<file path="src/rtl/pipe_add.sv">
// pipe_add: pipelined WIDTH-bit add/subtract with carry, signed-overflow and zero flags.
// Define PIPE_ADD_SAT_EN to add i_sat, which clamps signed overflow in the last stage.
module pipe_add #(
    parameter int WIDTH  = 32,
    parameter int STAGES = 2
) (
    input  logic             i_clk,
    input  logic             i_rst,
    input  logic             i_valid,
    output logic             o_ready,
    input  logic [WIDTH-1:0] i_op1,
    input  logic [WIDTH-1:0] i_op2,
    input  logic             i_sub,
`ifdef PIPE_ADD_SAT_EN
    input  logic             i_sat,
`endif
    output logic             o_valid,
    input  logic             i_ready,
    output logic [WIDTH-1:0] o_out,
    output logic             o_carry,
    output logic             o_ovf,
    output logic             o_zero
);
    localparam int C = (WIDTH + STAGES - 1) / STAGES;

    logic w_adv;
    assign w_adv   = !o_valid || i_ready;
    assign o_ready = w_adv;

    for (genvar k = 0; k < STAGES; k++) begin : g_st
        localparam int LO = (k * C < WIDTH) ? k * C : WIDTH;
        localparam int HI = (LO + C < WIDTH) ? LO + C : WIDTH;
        localparam int KB = (HI < WIDTH - 1) ? HI : WIDTH - 1;
        localparam logic [WIDTH-1:0] M = WIDTH'(((WIDTH + 1)'(1) << HI) - ((WIDTH + 1)'(1) << LO));

        logic             w_v;
        logic             w_c;
        logic [WIDTH-1:0] w_a;
        logic [WIDTH-1:0] w_b;
        logic [WIDTH-1:0] w_s;
        logic [WIDTH-1:0] w_sum;
        logic [HI:0]      w_t;
`ifdef PIPE_ADD_SAT_EN
        logic             w_sat;
`endif

        if (k == 0) begin : g_in
            assign w_v = i_valid;
            assign w_c = i_sub;
            assign w_a = i_op1;
            assign w_b = i_sub ? ~i_op2 : i_op2;
            assign w_s = '0;
`ifdef PIPE_ADD_SAT_EN
            assign w_sat = i_sat;
`endif
        end else begin : g_in
            // upper operand bits kept from the previous stage always include the MSB
            localparam int PB = (LO < WIDTH - 1) ? LO : WIDTH - 1;
            assign w_v = g_st[k-1].g_mid.r_v;
            assign w_c = g_st[k-1].g_mid.r_c;
            assign w_a = {g_st[k-1].g_mid.r_a, {PB{1'b0}}};
            assign w_b = {g_st[k-1].g_mid.r_b, {PB{1'b0}}};
            assign w_s = g_st[k-1].g_mid.r_s;
`ifdef PIPE_ADD_SAT_EN
            assign w_sat = g_st[k-1].g_mid.r_sat;
`endif
        end

        assign w_t   = (HI + 1)'({1'b0, w_a & M} + {1'b0, w_b & M} + ((WIDTH + 1)'(w_c) << LO));
        assign w_sum = w_s | WIDTH'(w_t[HI-1:0] & M[HI-1:0]);

        if (k < STAGES - 1) begin : g_mid
            logic              r_v;
            logic              r_c;
            logic [WIDTH-1:0]  r_s;
            logic [WIDTH-1:KB] r_a;
            logic [WIDTH-1:KB] r_b;
`ifdef PIPE_ADD_SAT_EN
            logic              r_sat;
`endif
            always_ff @(posedge i_clk) begin
                if (i_rst) begin
                    r_v <= 1'b0;
                    r_c <= 1'b0;
                    r_s <= '0;
                    r_a <= '0;
                    r_b <= '0;
`ifdef PIPE_ADD_SAT_EN
                    r_sat <= 1'b0;
`endif
                end else if (w_adv) begin
                    r_v <= w_v;
                    r_c <= w_t[HI];
                    r_s <= w_sum;
                    r_a <= w_a[WIDTH-1:KB];
                    r_b <= w_b[WIDTH-1:KB];
`ifdef PIPE_ADD_SAT_EN
                    r_sat <= w_sat;
`endif
                end
            end
        end else begin : g_last
            logic             w_ovf;
            logic [WIDTH-1:0] w_res;
            logic             r_v;
            logic             r_c;
            logic             r_ovf;
            logic             r_z;
            logic [WIDTH-1:0] r_s;

            assign w_ovf = (w_a[WIDTH-1] == w_b[WIDTH-1]) && (w_sum[WIDTH-1] != w_a[WIDTH-1]);
`ifdef PIPE_ADD_SAT_EN
            assign w_res = (w_sat && w_ovf) ? {w_a[WIDTH-1], {(WIDTH-1){!w_a[WIDTH-1]}}} : w_sum;
`else
            assign w_res = w_sum;
`endif

            always_ff @(posedge i_clk) begin
                if (i_rst) begin
                    r_v   <= 1'b0;
                    r_c   <= 1'b0;
                    r_ovf <= 1'b0;
                    r_z   <= 1'b0;
                    r_s   <= '0;
                end else if (w_adv) begin
                    r_v   <= w_v;
                    r_c   <= w_t[HI];
                    r_ovf <= w_ovf;
                    r_z   <= (w_res == '0);
                    r_s   <= w_res;
                end
            end

            assign o_valid = r_v;
            assign o_out   = r_s;
            assign o_carry = r_c;
            assign o_ovf   = r_ovf;
            assign o_zero  = r_z;
        end
    end
endmodule

</file>
<file path="config.mk">
export PLATFORM = sky130hd
export DESIGN_NAME = pipe_add
export DESIGN_NICKNAME = d
export VERILOG_FILES = /design/src/rtl/pipe_add.sv
export SDC_FILE = /design/constraint.sdc
export NUM_CORES = 1
export LEC_CHECK = 0
export ABC_AREA = 1
export BUFFER_PORTS_ARGS = -buffer_cell sky130_fd_sc_hd__clkbuf_2
export CAP_MARGIN = 20
export CORE_ASPECT_RATIO = 2
export CORE_MARGIN = 1.5
export CORE_UTILIZATION = 45
export DETAILED_ROUTE_END_ITERATION = 8
export GPL_TIMING_DRIVEN = 1
export PLACE_DENSITY = 0.67
export REMOVE_ABC_BUFFERS = 1
export SLEW_MARGIN = 20
export SYNTH_ARGS = -nofsm -noshare
export SYNTH_HDL_FRONTEND = slang
export SYNTH_SLANG_ARGS = --single-unit
</file>
<file path="constraint.sdc">
create_clock -name i_clk -period 3.5 [get_ports i_clk]
set_clock_uncertainty 0.15 [all_clocks]
set_input_delay 0.175 -clock i_clk [delete_from_list [all_inputs] [get_ports i_clk]]
set_output_delay 0.175 -clock i_clk [all_outputs]
set_load 0.1 [all_outputs]
</file>
==> out/metrics.cfg, run 1 <==
[power]
irDropWorstVdd_mv=0.292
seqPwrFrac=0.353
swShare=0.396
p_switching_uw=1300
p_leak_uw=0.00333
p_comb_frac=0.365
power_density_nw_per_um2=513
p_clk_frac=0.282
power.internal_uw=1980
p_total_uw=3290

[clock_tree]
cts_resized=0
htree_levels=3
clk_latency_ns=0.34
cts_max_path_buffers=2
cts_sinks=86
clk_pin_slew_ns=0.06
cts_buffers=9
hold_buffers=27
post_cts_buffers=0
root_buffer=clkbuf_16
cts_tree=built

[layout]
drive_gt1_frac=0.178
final_cell_count_no_fill=981
fin_nets=953
area_growth_pct=22.8
regArea_um2=1720
n_antenna_cell=0
fillCellCount=1099
fin_util=0.568
multi_input_area_um2=3020

[sta]
rsz0062_at_grt=false
tightest_slew_ns=0.929
finalSetupViolCount=0
hold_violations=0
max_freq_mhz=358
slew_viol_final=0
relSlewSlack=0.380
period_needed_ns=2.79
setup_tns_ns=0
period_share=0.797
fin_ws_ns=0.709

[synth]
seq_area_frac_synth=0.330
ys_warn_count=0
synth_area_um2=5220
yosys_register_bits=86
ys_types=36
netlist_instances=718
postSynthAreaPerCell_um2=7.27

[critical_path]
cp_max_fo=3
cp-end-kind=flop
crit_type=flop to flop
start_kind=flop
cp_data_arrival_time_ns=2.91
cp.required_ns=3.62

[detailed_routing]
drcViolationCount=0
drt_first_pass_iters=5
ant_nets=0
drtIter0Drc=285
wl_per_cell_um=14.2
viasPerCell=5.17
drt_wl_total_um=13900
via_count=5076

[place]
post-place-ws_ns=0.717
dp_cells=940
io_buffers=105
place_congestion=1.00
dp_hpwl_um=10500

[floorplan]
core_area_um2=11300
die_y_um=155
io_pins=106
die_area_um2=12300
start_util=0.462
rows=55
die_x_um=79.1

[global_route]
grt_pass1_wl_um=22700
globalRoute.totalOverflow=0
grt_pass1_vias=5041
track_usage=0.235
antenna_found_initial=0
grt_max_degree=76

[min_path]
hp-class=primary input to flop

[run_status]
status=finished clean

[flow_run]
cap_violations=0

area by class of cell:
type,instances,area share
Multi-Input combinational cell,505,0.471
Sequential cell,86,0.269
Timing Repair Buffer,138,0.133
Inverter,96,0.0562
Clock buffer,10,0.0357
Tap cell,142,0.0277
Clock inverter,4,0.00781
registers in the layout, indices dropped and copies added (netlist names):
| register | flops |
|---|---|
| g_st.g_mid.r_c | 1 |
| o_ovf | 1 |
| g_st.g_mid.r_v | 1 |
| g_st.g_mid.r_a | 16 |
| o_out | 32 |
| g_st.g_mid.r_b | 16 |
| o_valid | 1 |
| g_st.g_mid.r_s | 16 |
| o_carry | 1 |
| o_zero | 1 |
worst max-delay path, stage by stage, from the launching register on:
cell and delay [ns]:
dfxtp_1 0.32, inv_1 0.06, fa_1 0.40, inv_1 0.06, ha_1 0.18, inv_1 0.07, fa_1 0.52, nand2_1 0.06
nor2_1 0.10, nand3_1 0.12, nor2_1 0.13, nand4_1 0.10, nor2_2 0.12, nand3_2 0.07, nor2_2 0.08, nand3_1 0.08
a21oi_2 0.11
placed cells by master, fill, tap and decap left out, drive strengths merged, types with 27 or more instances in the layout:
master	synthesis	layout
inv	96	96
nor2	73	73
o21ai	77	77
dlygate4sd3	0	27
a21oi	58	58
clkbuf	25	115
ha	45	45
dfxtp	86	86
nand2	122	122
nand3	31	31
cell families (layout without fill, tap and decap cells):
group                      after synthesis  in the layout  synth area share
buffers and inverters                  127            248            0.0933
DFF                                     86             86             0.330
adders and majority gates               48             48             0.119
and+or+nand+nor                        238            238             0.191
xor gates and xnor gates                45             45            0.0755
AOI/OAI and AO/OA                      174            174             0.191
cell usage after synthesis:
| master | number | share of area |
|---|---|---|
| a211oi_1 | 3 | 0.0043 |
| nor3_1 | 4 | 0.0038 |
| a31oi_1 | 2 | 0.0024 |
| o221ai_1 | 1 | 0.0017 |
| a21o_1 | 2 | 0.0029 |
| nand3_1 | 29 | 0.028 |
| buf_2 | 5 | 0.0048 |
| nand2_4 | 1 | 0.0022 |
| nand4_1 | 6 | 0.0072 |
| o21bai_1 | 11 | 0.016 |
| a21oi_2 | 2 | 0.0034 |
| buf_4 | 1 | 0.0014 |
| nor2_2 | 2 | 0.0024 |
| clkbuf_1 | 25 | 0.018 |
| a221oi_1 | 1 | 0.0017 |
| nand3_2 | 2 | 0.0038 |
| nor2_1 | 71 | 0.051 |
| o211ai_1 | 15 | 0.022 |
| nand2_1 | 115 | 0.083 |
| o21ai_0 | 74 | 0.071 |
| xnor2_1 | 23 | 0.039 |
| a31oi_2 | 1 | 0.0024 |
| xor2_1 | 22 | 0.037 |
| dfxtp_1 | 86 | 0.33 |
| nand3b_1 | 1 | 0.0014 |
| inv_1 | 91 | 0.065 |
| fa_1 | 3 | 0.012 |
| o21bai_2 | 2 | 0.0043 |
| o21ai_2 | 2 | 0.0034 |
| and2_1 | 1 | 0.0012 |
| ha_1 | 45 | 0.11 |
| inv_2 | 5 | 0.0036 |
| nand2_2 | 6 | 0.0072 |
| a21oi_1 | 56 | 0.054 |
| o21ai_1 | 1 | 0.00096 |
| o21a_1 | 1 | 0.0014 |
per-layer routing:
layer / share of wire / wire length, um / GRT usage / vias to the layer above
met3: 0.033 / 461 / 0.0240 / 30
met2: 0.56 / 7730 / 0.458 / 138
met5: 0 / 0 / 0 / -
met4: 0.038 / 522 / 0.119 / 0
li1: - / - / - / 2574
met1: 0.37 / 5190 / 0.237 / 2334
through the flow:
step | area, um2 | hold WS [ns]
floorplan | 5090 | 0.0874
global placement | 5860 | 0.253
detailed placement | 5860 | 0.258
CTS | 6410 | 0.000595
global route | 6410 | 0.0188
finish | 6410 | 0.00560
worst paths after layout:
check	depth (start not counted)	slack, ns	to	startpoint
min reg2reg	2	0.31	g_st[0].g_mid.r_v	g_st[0].g_mid.r_v
max reg2reg	16	0.71	o_zero	g_st[0].g_mid.r_c
min	3	0.006	g_st[0].g_mid.r_b[28]	i_op2[28]
max	16	0.71	o_zero	g_st[0].g_mid.r_c
power by group through the flow:
stage | clock [uW] | sequential [uW] | combinational, uW
floorplan | 0 | 1540 | 541
global placement | 0 | 1180 | 1160
detailed placement | 0 | 1180 | 1170
CTS | 944 | 1160 | 1200
global route | 979 | 1170 | 1310
finish | 926 | 1160 | 1200
(Power assumes the default switching activity.)
==> inputs of run 2 (changes only) <==
Settings changed: PLACE_DENSITY 0.67 to 0.7.
Clock period 3.5 ns to 2.4 ns, I/O delays scaled along.
==> run 2 against run 1 <==
The flow now finishes with violations (setup timing). Routed wire length is 2.2% higher. Die area stayed put. Register-to-register slack worse by 0.94 ns. Clock power is 53% higher. Largest power group unchanged. Critical path depth stayed put. Non-clock buffer count is 30 higher. Via count is 2.1% higher. Cell count is 3.3% higher. Global-route usage hardly changed. Design area is 6.4% higher.
==> out/metrics.cfg, run 2 (same netlist as run 1, synthesis figures left out) <==
[run_status]
status=finished with violations
violations=setup timing

[global_route]
grt_pass1_wl_um=22700
grt_pass1_vias=5071
track_usage=0.235
globalRoute.totalOverflow=0
grt_max_degree=75
antenna_found_initial=0

[detailed_routing]
drt_wl_total_um=14200
viasPerCell=5.12
wl_per_cell_um=14.0
drcViolationCount=0
drtIter0Drc=161
drt_first_pass_iters=4
via_count=5185
ant_nets=0

[power]
p_comb_frac=0.377
irDropWorstVdd_mv=0.560
power_density_nw_per_um2=731
seqPwrFrac=0.339
p_clk_frac=0.284
p_total_uw=4990
p_leak_uw=0.00350
swShare=0.397
power.internal_uw=3010
p_switching_uw=1980

[layout]
largest_reg_flops=32
drive_gt1_frac=0.232
final_common_cell=clkbuf_2
final_cell_mix=clkbuf_2 (105), nand2_1 (103), inv_1 (84)
n_antenna_cell=0
fin_nets=983
fin_area_um2=6820
final_cell_count_no_fill=1013
fin_util=0.604
area_growth_pct=30.7

[sta]
tightest_slew_ns=0.649
finalSetupViolCount=2
rsz0062_at_grt=true
period_needed_ns=2.63
max_freq_mhz=380
relSlewSlack=0.567
slew_viol_final=0
whs_ns=0.0578
period_share=1.10
hold_violations=0
fin_ws_ns=-0.232

[clock_tree]
clk_latency_ns=0.35
cts_buffers=9
cts_tree=built
cts_sinks=86
cts_max_path_buffers=2
root_buffer=clkbuf_16
htree_levels=3
clk_pin_slew_ns=0.07

[critical_path]
cp-end-kind=flop
crit_top_cell=inv_2
start_kind=flop
reg2reg_setup_slack_ns=-0.23
rr_endpoint=o_zero
cp_max_fo=2
crit_path_max_incr_delay_ns=0.52
worstPathCellList=inv_2, fa_2, inv_2, ha_4, inv_2, fa_2, nand2_1, nor2_1, nand3_1, nor2_1, nand4_1, nor2_2, nand3_2, nor2_2, nand3_2, a21oi_2
critPathSlowestCell=fa_2
cp.required_ns=2.53
cp_data_arrival_time_ns=2.76
reg2reg_depth=16
reg2reg_from=g_st[0].g_mid.r_c
crit_type=flop to flop

[place]
place_congestion=0.983
place_area_um2=6010
dp_hpwl_um=10700
dp_cells=957
io_buffers=105

[floorplan]
die_area_um2=12300
die_x_um=79.1
rows=55
die_y_um=155
io_pins=106
start_util=0.462
core_area_um2=11300

[min_path]
hp-start=i_op1[15]
hp-class=primary input to flop
hold_path_end=g_st[0].g_mid.r_c
hold_path_depth=4

[flow_run]
cap_violations=0

## run 2: cell types whose count changed in the layout (fill, tap and decap cells not counted), sizes merged
cell	delta
dlygate4sd3	+9
inv	+2
buf	+21
## run 2: critical path: cells and delay by family (launching register included)
kind            cells  cell delay (ns)
simple gates        9             0.83
compound gates      1             0.10
flops               1             0.33
buf+inv             3             0.14
fa+ha+maj           3             1.01
## run 2: routing by layer
metal / part of all wire / wire length, um / global-route usage
met1: 0.36 / 5100 / 0.232
met5: 0 / 0 / 0
met2: 0.56 / 8030 / 0.462
met4: 0.043 / 614 / 0.109
met3: 0.033 / 467 / 0.0328
## run 2: worst max path at each step
stage,slack (ns),end,cells after the start,startpoint
floorplan,-2.93,g_st[0].g_mid.r_s[7],6,o_valid
global placement,-0.29,o_zero,16,g_st[0].g_mid.r_c
detailed placement,-0.33,o_zero,16,g_st[0].g_mid.r_c
CTS,-0.31,o_zero,16,g_st[0].g_mid.r_b[16]
global route,-0.43,o_zero,16,g_st[0].g_mid.r_c
finish,-0.23,o_zero,16,g_st[0].g_mid.r_c
## run 2: area by class of cell
cell class / instances / area (um2)
Clock buffer: 10 / 229
Inverter: 96 / 360
Sequential cell: 86 / 1730
Tap cell: 142 / 178
Multi-Input combinational cell: 505 / 3130
Fill cell: 1056 / 4470
Clock inverter: 6 / 70.1
Timing Repair Buffer: 168 / 1130
## run 2: metrics by stage
| step | setup slack, ns | TNS, ns |
|---|---|---|
| 3_3_place_gp | -0.288 | -0.703 |
| 5_1_grt | -0.430 | -0.952 |
| 6_report | -0.232 | -0.246 |
| 3_5_place_dp | -0.326 | -1.05 |
| 2_1_floorplan | -2.93 | -191.70 |
| 4_1_cts | -0.306 | -0.614 |
## run 2: timing repair
item / CTS / global route
buffers inserted: 1 / 3
endpoints found under the setup margin: 8 / 10
resized for setup: 10 / 24
cloned: 0 / 0
hold buffers: 36 / 0
hold endpoints to repair: 36 / 0
pin swaps: 10 / 14
## run 2: power groups by stage
stage / registers (uW) / clock network (uW) / logic [uW]
after floorplan: 2240 / 0 / 789
after global placement: 1710 / 0 / 1740
after detailed placement: 1720 / 0 / 1770
after CTS: 1690 / 1440 / 1840
after global routing: 1710 / 1500 / 2040
final: 1690 / 1420 / 1880
